[src/rtl/shift_chain_sched.sv]
// shift_chain_sched: round-robin two-requester serializer feeding a free-running DEPTH-stage shift chain, with per-word completion tracking
//   clk, rst_n                     : clock, synchronous active-low reset
//   req{0,1}_valid/_data/_ready    : parallel word requesters; ready = word accepted this cycle
//   ser_bit/_active/_first/_last   : registered serial stream (MSB first) into chain stage 0
//   done, done_id                  : pulse when a word's LSB reaches the final stage, and its owner
module shift_chain_sched #(
  parameter int WIDTH = 8,
  parameter int DEPTH = 3
) (
  input  logic             clk,
  input  logic             rst_n,
  input  logic             req0_valid,
  input  logic [WIDTH-1:0] req0_data,
  output logic             req0_ready,
  input  logic             req1_valid,
  input  logic [WIDTH-1:0] req1_data,
  output logic             req1_ready,
  output logic             ser_bit,
  output logic             ser_active,
  output logic             ser_first,
  output logic             ser_last,
  output logic             done,
  output logic             done_id
);
  localparam int CW = $clog2(WIDTH);
  localparam logic [CW-1:0] CMAX = CW'(WIDTH - 1);
  typedef enum logic {IDLE, SHIFT} state_t;
  state_t           state_q, state_d;
  logic [CW-1:0]    cnt_q, cnt_d;
  logic [WIDTH-1:0] word_q, word_d;
  logic             owner_q, owner_d, rr_q, rr_d;
  logic             ser_bit_q, ser_bit_d, ser_active_q, ser_active_d;
  logic             ser_first_q, ser_first_d, ser_last_q, ser_last_d;
  logic [DEPTH-1:0] trk_last_q, trk_last_d, trk_id_q, trk_id_d;
  logic             done_id_q, done_id_d;
  logic             window, grant, accept;
  always_comb begin
    window     = rst_n && (state_q == IDLE || ser_last_q);
    grant      = (req0_valid && req1_valid) ? rr_q : req1_valid;
    accept     = window && (req0_valid || req1_valid);
    req0_ready = accept && !grant;
    req1_ready = accept && grant;
    state_d    = state_q;
    cnt_d      = cnt_q;
    word_d     = word_q;
    owner_d    = owner_q;
    rr_d       = rr_q;
    if (accept) begin
      state_d = SHIFT;
      cnt_d   = '0;
      word_d  = grant ? req1_data : req0_data;
      owner_d = grant;
      rr_d    = !grant;
    end else if (state_q == SHIFT) begin
      state_d = (cnt_q == CMAX) ? IDLE : SHIFT;
      cnt_d   = cnt_q + CW'(1);
      word_d  = word_q << 1;
    end
    // word_d is left-aligned so the bit on the wire next cycle is always its MSB
    ser_active_d = (state_d == SHIFT);
    ser_bit_d    = ser_active_d && word_d[WIDTH-1];
    ser_first_d  = ser_active_d && cnt_d == '0;
    ser_last_d   = ser_active_d && cnt_d == CMAX;
    // tracking stage 0 pairs with the bit currently entering chain stage 0
    trk_last_d[0] = ser_last_q;
    trk_id_d[0]   = owner_q;
    for (int i = 1; i < DEPTH; i++) begin
      trk_last_d[i] = trk_last_q[i-1];
      trk_id_d[i]   = trk_id_q[i-1];
    end
    done_id_d = trk_last_d[DEPTH-1] ? trk_id_d[DEPTH-1] : done_id_q;
  end
  always_ff @(posedge clk) begin
    if (!rst_n) begin
      state_q      <= IDLE;
      cnt_q        <= '0;
      word_q       <= '0;
      owner_q      <= 1'b0;
      rr_q         <= 1'b0;
      ser_bit_q    <= 1'b0;
      ser_active_q <= 1'b0;
      ser_first_q  <= 1'b0;
      ser_last_q   <= 1'b0;
      trk_last_q   <= '0;
      trk_id_q     <= '0;
      done_id_q    <= 1'b0;
    end else begin
      state_q      <= state_d;
      cnt_q        <= cnt_d;
      word_q       <= word_d;
      owner_q      <= owner_d;
      rr_q         <= rr_d;
      ser_bit_q    <= ser_bit_d;
      ser_active_q <= ser_active_d;
      ser_first_q  <= ser_first_d;
      ser_last_q   <= ser_last_d;
      trk_last_q   <= trk_last_d;
      trk_id_q     <= trk_id_d;
      done_id_q    <= done_id_d;
    end
  end
  assign ser_bit    = ser_bit_q;
  assign ser_active = ser_active_q;
  assign ser_first  = ser_first_q;
  assign ser_last   = ser_last_q;
  assign done       = trk_last_q[DEPTH-1];
  assign done_id    = done_id_q;
endmodule
[config.mk]
export PLATFORM = sky130hd
export DESIGN_NAME = shift_chain_sched
export DESIGN_NICKNAME = d
export VERILOG_FILES = /design/src/rtl/shift_chain_sched.sv
export SDC_FILE = /design/constraint.sdc
export NUM_CORES = 1
export LEC_CHECK = 0
export ABC_AREA = 1
export CAP_MARGIN = 40
export CORE_MARGIN = 10
export CORE_UTILIZATION = 42
export DETAILED_ROUTE_END_ITERATION = 8
export PLACE_DENSITY = 0.71
export SLEW_MARGIN = 20
export SYNTH_ARGS = -nofsm -noshare
export SYNTH_HDL_FRONTEND = slang
export SYNTH_SLANG_ARGS = --single-unit
[constraint.sdc]
create_clock -name clk -period 1.4 [get_ports clk]
set_input_delay 0.14 -clock clk [delete_from_list [all_inputs] [get_ports clk]]
set_output_delay 0.14 -clock clk [all_outputs]
set_load 0.05 [all_outputs]
# Yosys cells after proc, flatten, opt, wreduce, memory -nomap -nowiden
# Index checks and enable logic that the tools add are counted.
[op_classes]
addsub = 1
n_eq_ne = 2
n_mux = 9
n_bitwise = 1
n_reduce_logical = 13
[op_table]
columns = ["cell", "count"]
rows = [
  ["8-bit two-way mux", 3],
  ["1-bit logical AND", 8],
  ["3-bit == test (second input constant)", 2],
  ["3-bit two-way mux", 2],
  ["1-bit two-way mux", 4],
  ["3-bit by 1-bit adder with 3-bit output (second input constant)", 1],
  ["3-bit zero test", 1],
  ["1-bit logical OR", 2],
  ["2-bit nonzero test", 1],
  ["1-bit zero test", 1],
  ["1-bit NOT", 1],
]
[totals]
regBits = 23
inputBits = 20
out_inout_bits = 8
word_cells = 38

# Logic depth before layout (Yosys ltp)
# Gate-level depths: netlist of the first run.
[logic_depth]
depth_word = 7
depth_mapped = 9
mapped_depth_nobuf = 9

# Worst setup path after synthesis of the first run
# No wires, ideal clock.
[synth_timing]
kind = "register to register"
from = "register ser_last_q, in the netlist ser_last"
to = "register rr_q"
setup_time_ns = 0.166
arrival_ns = 1.819
path_slack_ns = -0.585
stages_incl_launch_ff = 7
path_buffers = 1
period_less_slack_ns = 1.985
cell_sequence = "dfxtp_1 -> inv_1 -> nand2_1 -> nand3_4 -> buf_6 -> nor2_1 -> a211oi_2"
[synth_between]
elab_chain_len = 3
[synth_rtl]
columns = ["element", "line", "text"]
rows = [
  ["start: declaration", "33", "logic ser_first_q, ser_first_d, ser_last_q, ser_last_d;"],
  ["start signal: assignment", "96", "ser_last_q <= ser_last_d;"],
  ["1-bit logical OR", "38", "window = rst_n && (state_q == IDLE || ser_last_q);"],
  ["1-bit logical AND", "38", ""],
  ["1-bit logical AND", "40", "accept = window && (req0_valid || req1_valid);"],
  ["end signal: assignment", "92", "rr_q <= rr_d;"],
  ["end: declaration", "31", "logic owner_q, owner_d, rr_q, rr_d;"],
]
# Every way passes these cells.
# A chain may end at the register's enable or synchronous reset.

# Final worst setup path of the first run
[layout_timing]
from = "register ser_last_q, in the netlist ser_last"
to = "output port req0_ready"
[layout_between]
elab_chain_len = 4
[layout_rtl]
columns = ["element", "line", "text"]
rows = [
  ["1-bit logical OR", "38", ""],
  ["1-bit logical AND", "38", ""],
  ["1-bit logical AND", "40", ""],
  ["1-bit logical AND", "41", "req0_ready = accept && !grant;"],
  ["end: declaration", "14", "output logic req0_ready,"],
]
# Every way passes these cells.

==> flow_metrics.py, run 1 <==
metrics = {
    "hold_path": {
        "holdPathStages": 2,
        "min_from": "trk_last_q[0]$_SDFF_PN0_",
        "min_path_type": "flip-flop to flip-flop",
        "hold_end": "trk_last_q[1]$_SDFF_PN0_",
    },
    "logic_synthesis": {
        "syn_area_per_cell_um2": 7.525,
        "yosys-top-cells-area": "dfxtp_1, nand2_1, nand3_1, inv_1, a21oi_1",
        "synthTopCellsByCount": "nand2_1, dfxtp_1, inv_1, nand3_1, a21oi_1",
        "synth-edff-count": 0,
        "synthCells": 140,
        "ys_async_sr_fraction_pct": 0,
        "syn_area_mm2": 0.001054,
        "synth_top_area_share_pct": 43.71,
        "yosysMostFrequentCell": "nand2_1",
        "yosys_warnings": 0,
        "synth.distinct_cells": 24,
        "ys_seq_elements": 23,
        "synth_flop_cell": "dfxtp_1",
        "synth_top_area_cell": "dfxtp_1",
        "yosysSeqAreaShare_pct": 43.71,
        "synth_fp_nets": 162,
    },
    "detailed_routing": {
        "ant_nets": 0,
        "top_layer": "met4",
        "vias": 1049,
        "drc": 0,
        "wl_per_cell_um": 12.62,
        "dr_wl_met2_mm": 1.503,
        "vias_per_cell": 4.834,
        "first_iter_violations": 44,
        "wl_met3_um": 101,
        "routed_wl_mm": 2.738,
        "drt-met1-wl_mm": 1.112,
        "dr.pass1.iters": 4,
    },
    "power": {
        "intPower_uw": 1085,
        "p_sw_share_pct": 31.76,
        "power_density_mw_per_mm2": 1010,
        "pwr-share-clk_pct": 18.7,
        "p_switching_uw": 505.2,
        "ir_drop_v": 0.001046,
        "seqPwrFrac_pct": 47.3,
        "p_comb_share_pct": 34.0,
        "p_leak_uw": 0.0007706,
    },
    "critical_path": {
        "reg2reg_slack_ns": 0.11,
        "worstPathMaxFanout": 4,
        "path_class": "flip-flop to output pin",
        "worst_r2r_endpoint": "ser_first$_SDFF_PN0_",
        "cp.arrival_ns": 1.21,
        "r2r_cells": 6,
        "worstSetupEndpointType": "output pin",
        "cp.required_ns": 1.26,
        "cp-start-kind": "flip-flop",
        "reg2reg_from": "cnt_q[0]$_SDFF_PN0_",
    },
    "grt": {
        "grt-ovfl-total": 0,
        "antenna_found_initial": 0,
        "grt_pass1_wl_mm": 4.574,
        "grt_pass1_vias": 1027,
        "track_usage_pct": 11.01,
        "grt_max_degree": 15,
    },
    "die": {
        "row_count": 18,
        "die_h_um": 70.09,
        "core_mm2": 0.002432,
        "die_x_um": 70.09,
        "start_util_pct": 43.31,
        "ios": 28,
        "die-area_mm2": 0.004912,
    },
    "layout": {
        "postLayoutCellArea_mm2": 0.001575,
        "antenna_cells": 0,
        "final_cells": 217,
        "synthToLayoutAreaGrowth_pct": 49.52,
        "nets": 210,
        "drive_gt1_share_pct": 29.41,
    },
    "clock_network": {
        "htree_levels": 1,
        "cts_made_buffers": 3,
        "clk_pin_slew_ns": 0.12,
        "root_buffer": "clkbuf_4",
        "hold_buffers": 0,
        "clockBufferDepth": 2,
        "cts_sinks": 23,
        "clock_latency_ns": 0.30,
        "cts_tree": "yes",
    },
    "sta": {
        "worst_pin_slew_ns": 0.2591,
        "rsz0062_at_grt": "true",
        "final.period_utilization_pct": 96.46,
        "fmax_ghz": 0.7405,
        "fin_skew_ns": 0.007916,
        "setup_viol": 0,
        "period_needed_ns": 1.350,
        "drv_slew": 0,
        "finalHoldViolations": 0,
        "slew_headroom_pct": 82.67,
    },
    "place": {
        "dp.cells": 205,
        "dpl.hpwl_mm": 2.030,
        "portBuffers": 27,
        "place.gp.congestion": 0.7856,
        "dpl_cell_area_mm2": 0.001448,
    },
    "status": {
        "status": "completed",
    },
    "run": {
        "maxCapViolCount": 0,
    },
}
timing repair:
action                     CTS  global route
setup buffers                3             5
setup endpoints to repair    4             5
resized for setup            8             8
pin swaps                    5             4
critical path, stage by stage, from the launching register on:
cell,delay (ns)
dfxtp_2,0.36
inv_2,0.04
nand2_2,0.08
nand3_4,0.11
inv_4,0.09
nand2_2,0.05
inv_2,0.06
buf_12,0.13
stage by stage:
stage | total power [µW] | util [%] | hold slack [ns] | setup TNS (ns) | worst slack [ns]
2_1_floorplan | 1055 | - | 0.2515 | 0 | 0.01621
3_3_place_gp | 1239 | 59.52 | 0.3943 | -0.3591 | -0.06926
3_5_place_dp | 1253 | 59.52 | 0.3986 | -0.8554 | -0.1167
4_1_cts | 1574 | 62.09 | 0.4254 | -0.007251 | -0.007251
5_1_grt | 1701 | 64.76 | 0.4515 | -0.05819 | -0.02992
6_report | 1591 | 64.76 | 0.4238 | 0 | 0.04959
power by group through the flow:
stage                     registers, µW  clock network [µW]  logic [µW]
after global routing                760                 343         598
after floorplan                     810                   0         245
after detailed placement            770                   0         483
after CTS                           747                 309         518
final                               752                 297         541
after global placement              768                   0         471
flip-flops by register name, summed over array words and instances (netlist names):
name        flops
word_q          8
ser_bit         1
ser_last        1
owner_q         1
rr_q            1
done_id         1
trk_id_q        2
cnt_q           3
ser_active      1
trk_last_q      3
ser_first       1
per-layer routing:
| layer | GRT usage [%] | vias to the layer above |
|---|---|---|
| met2 | 21.15 | 18 |
| met5 | 0 | - |
| met3 | 2.966 | 2 |
| met4 | 2.632 | 0 |
| met1 | 11.36 | 484 |
| li1 | - | 545 |
area by class of cell:
cell class	instances	area, µm²
well taps	30	37.54
multi-input cells	95	531.8
fillers	221	857.1
flip-flops and latches	23	467.9
repair buffers	48	442.9
clock buffers	4	26.28
inverters	17	68.82
worst max-delay path by stage:
| stage | slack [ns] | cells past startpoint | startpoint | end |
|---|---|---|---|---|
| finish | 0.05 | 7 | ser_last$_SDFF_PN0_ | req0_ready |
| floorplan | 0.02 | 6 | ser_last$_SDFF_PN0_ | req0_ready |
| global route | -0.03 | 7 | ser_last$_SDFF_PN0_ | req0_ready |
| detailed placement | -0.12 | 9 | req0_valid | word_q[4]$_SDFFE_PN0P_ |
| CTS | -0.007 | 6 | rr_q$_SDFFE_PN0P_ | req0_ready |
| global placement | -0.07 | 8 | req1_valid | req0_ready |
cell families (layout without fill, tap and decap cells):
family / count (synthesis) / count (layout) / synth area share, %
AND/OR/NAND/NOR: 71 / 71 / 30.64
flip-flops: 23 / 23 / 43.71
buffers and inverters: 22 / 69 / 10.09
AO/OA/AOI/OAI: 21 / 21 / 12.35
adder cells (fa/ha/maj): 2 / 2 / 2.375
XOR/XNOR: 1 / 1 / 0.8315
cell usage in the layout, fill, tap and decap left out:
cell type         n
buf_4            26
clkdlybuf4s50_1  17
nand3_4           1
o31ai_1           4
o21ai_0           6
clkbuf_1          1
xor2_1            1
dlygate4sd2_1     2
nand2_4           2
inv_2             3
nor2_4            1
buf_12            3
inv_4             2
o211ai_1          2
clkbuf_4          3
or2_4             1
nor3_1            1
dfxtp_1          19
nand2_2           5
ha_4              2
a21oi_1           7
dfxtp_2           3
nand2_1          39
a211oi_2          1
nand3_1          15
inv_1            12
or2_2             1
a21boi_1          1
dfxtp_4           1
nor2_1            5
No activity file was read; power rests on OpenSTA's default activity.
==> run 2, diff against run 1 <==
- PLACE_DENSITY: 0.71 -> 0.74
==> flow_metrics.py, run 2 (synthesis gave the netlist of run 1 again) <==
metrics = {
    "die": {
        "die_h_um": 70.09,
        "start_util_pct": 43.31,
        "row_count": 18,
        "die-area_mm2": 0.004912,
        "ios": 28,
        "core_mm2": 0.002432,
        "die_x_um": 70.09,
    },
    "sta": {
        "slew_headroom_pct": 81.33,
        "period_needed_ns": 1.397,
        "worst_slack_ns": 0.003038,
        "final.period_utilization_pct": 99.78,
        "finalHoldViolations": 0,
        "rsz0062_at_grt": "true",
        "fin_skew_ns": 0.002527,
        "fmax_ghz": 0.7158,
        "drv_slew": 0,
        "worst_pin_slew_ns": 0.2788,
        "setup_viol": 0,
        "hold_slack_ns": 0.4225,
    },
    "layout": {
        "synthToLayoutAreaGrowth_pct": 51.19,
        "antenna_cells": 0,
        "largest_reg_flops": 8,
        "top_register": "word_q",
        "layout_commonest_cell": "nand2_1",
        "nets": 211,
        "layout_common_cells": "nand2_1, buf_4, dfxtp_1",
        "drive_gt1_share_pct": 29.26,
        "reg_top3": "word_q: 8 flops, cnt_q: 3 flops, trk_last_q: 3 flops",
    },
    "detailed_routing": {
        "wl_per_cell_um": 12.22,
        "drc": 0,
        "ant_nets": 0,
        "vias": 1061,
        "vias_per_cell": 4.867,
        "first_iter_violations": 54,
        "routed_wl_mm": 2.663,
        "dr.pass1.iters": 4,
    },
    "run": {
        "maxCapViolCount": 0,
    },
    "place": {
        "dp_slack_ns": -0.09109,
        "portBuffers": 27,
        "dpl.hpwl_mm": 2.048,
        "place.gp.congestion": 0.8502,
    },
    "hold_path": {
        "min_path_type": "flip-flop to flip-flop",
    },
    "critical_path": {
        "cp-start-kind": "flip-flop",
        "worstSetupEndpointType": "output pin",
        "path_class": "flip-flop to output pin",
        "worstPathMaxFanout": 3,
        "slowest_stage": "dfxtp_2",
        "cp.required_ns": 1.26,
        "cpPeakStageDelay_ns": 0.35,
        "cp.arrival_ns": 1.26,
        "cpMostUsedCell": "buf_12",
        "worstPathCellList": "inv_2 -> nand2_2 -> nand3_4 -> buf_12 -> nor2_4 -> buf_12",
    },
    "status": {
        "status": "completed",
    },
    "clock_network": {
        "hold_buffers": 0,
        "clock_latency_ns": 0.31,
        "clk_pin_slew_ns": 0.12,
        "root_buffer": "clkbuf_4",
        "clockBufferDepth": 2,
        "cts_tree": "yes",
        "cts_sinks": 23,
        "htree_levels": 1,
        "cts_made_buffers": 3,
    },
    "power": {
        "power_density_mw_per_mm2": 1001,
        "ir_drop_v": 0.0008774,
        "p_leak_uw": 0.0007864,
    },
    "grt": {
        "grt_max_degree": 15,
        "track_usage_pct": 10.43,
        "grt_pass1_wl_mm": 4.312,
        "grt_pass1_vias": 996,
        "antenna_found_initial": 0,
        "grt-ovfl-total": 0,
    },
}
## run 2: cell types whose count changed in the layout (fill, tap and decap cells not counted), sizes merged
cell / change
buf: +1
clkinv: +1
inv: -1
## run 2: critical path: cells and delay by family (launching register included)
family | cells | cell delay (ns)
flip-flops | 1 | 0.35
AND/OR/NAND/NOR | 3 | 0.26
buffers and inverters | 3 | 0.33
## run 2: area by class of cell
class                           instances  area [µm²]
Multi-Input combinational cell         95       526.8
Tap cell                               30       37.54
Clock buffer                            4       26.28
Inverter                               17       71.32
Timing Repair Buffer                   49       462.9
Fill cell                             227       839.6
Sequential cell                        23       467.9
## run 2: what timing repair did
| action | 4_1_cts | 5_1_grt |
|---|---|---|
| setup endpoints to repair | 5 | 3 |
| setup buffers | 3 | 6 |
| endpoints found under the hold margin | 0 | 0 |
| pin swaps | 7 | 4 |
| resized for setup | 12 | 3 |
## run 2: power by group
part / switching, µW / leakage (µW) / internal [µW]
Combinational: 287 / 0.000581 / 258
Sequential: 29.3 / 0.000191 / 721
Clock: 187 / 0.0000150 / 111
## run 2: per-layer routing
layer	vias to the layer above	wire, µm	part of all wire [%]	GRT usage (%)
li1	548	-	-	-
met1	495	1072	40	10.47
met2	14	1452	55	19.34
met3	4	105	3.9	3.390
met4	0	33	1.2	3.947
met5	-	0	0	0
## run 2: per-stage QoR
stage	area, µm²	instances	util (%)	power, µW	setup TNS [ns]
floorplan	1064	140	-	1055	0
global placement	1460	205	60.03	1244	-0.1317
detailed placement	1460	205	60.03	1260	-0.5252
CTS	1528	212	62.81	1582	-0.03673
global route	1593	218	65.48	1686	-0.09650
finish	1593	218	65.48	1595	0
## run 2: path summary, 6_finish.rpt
path	from	end	slack, ns	cells past startpoint
min reg2reg	trk_last_q[0]$_SDFF_PN0_	trk_last_q[1]$_SDFF_PN0_	0.42	2
min	trk_last_q[0]$_SDFF_PN0_	trk_last_q[1]$_SDFF_PN0_	0.42	2
max	ser_last$_SDFF_PN0_	req1_ready	0.003	6
max reg2reg	cnt_q[1]$_SDFF_PN0_	ser_first$_SDFF_PN0_	0.07	6
==> run 3, diff against run 2 <==
- GPL_ROUTABILITY_DRIVEN: default -> 0
==> results of run 3 <==
No change in the layout: final DEF, timing and power equal those of run 2.
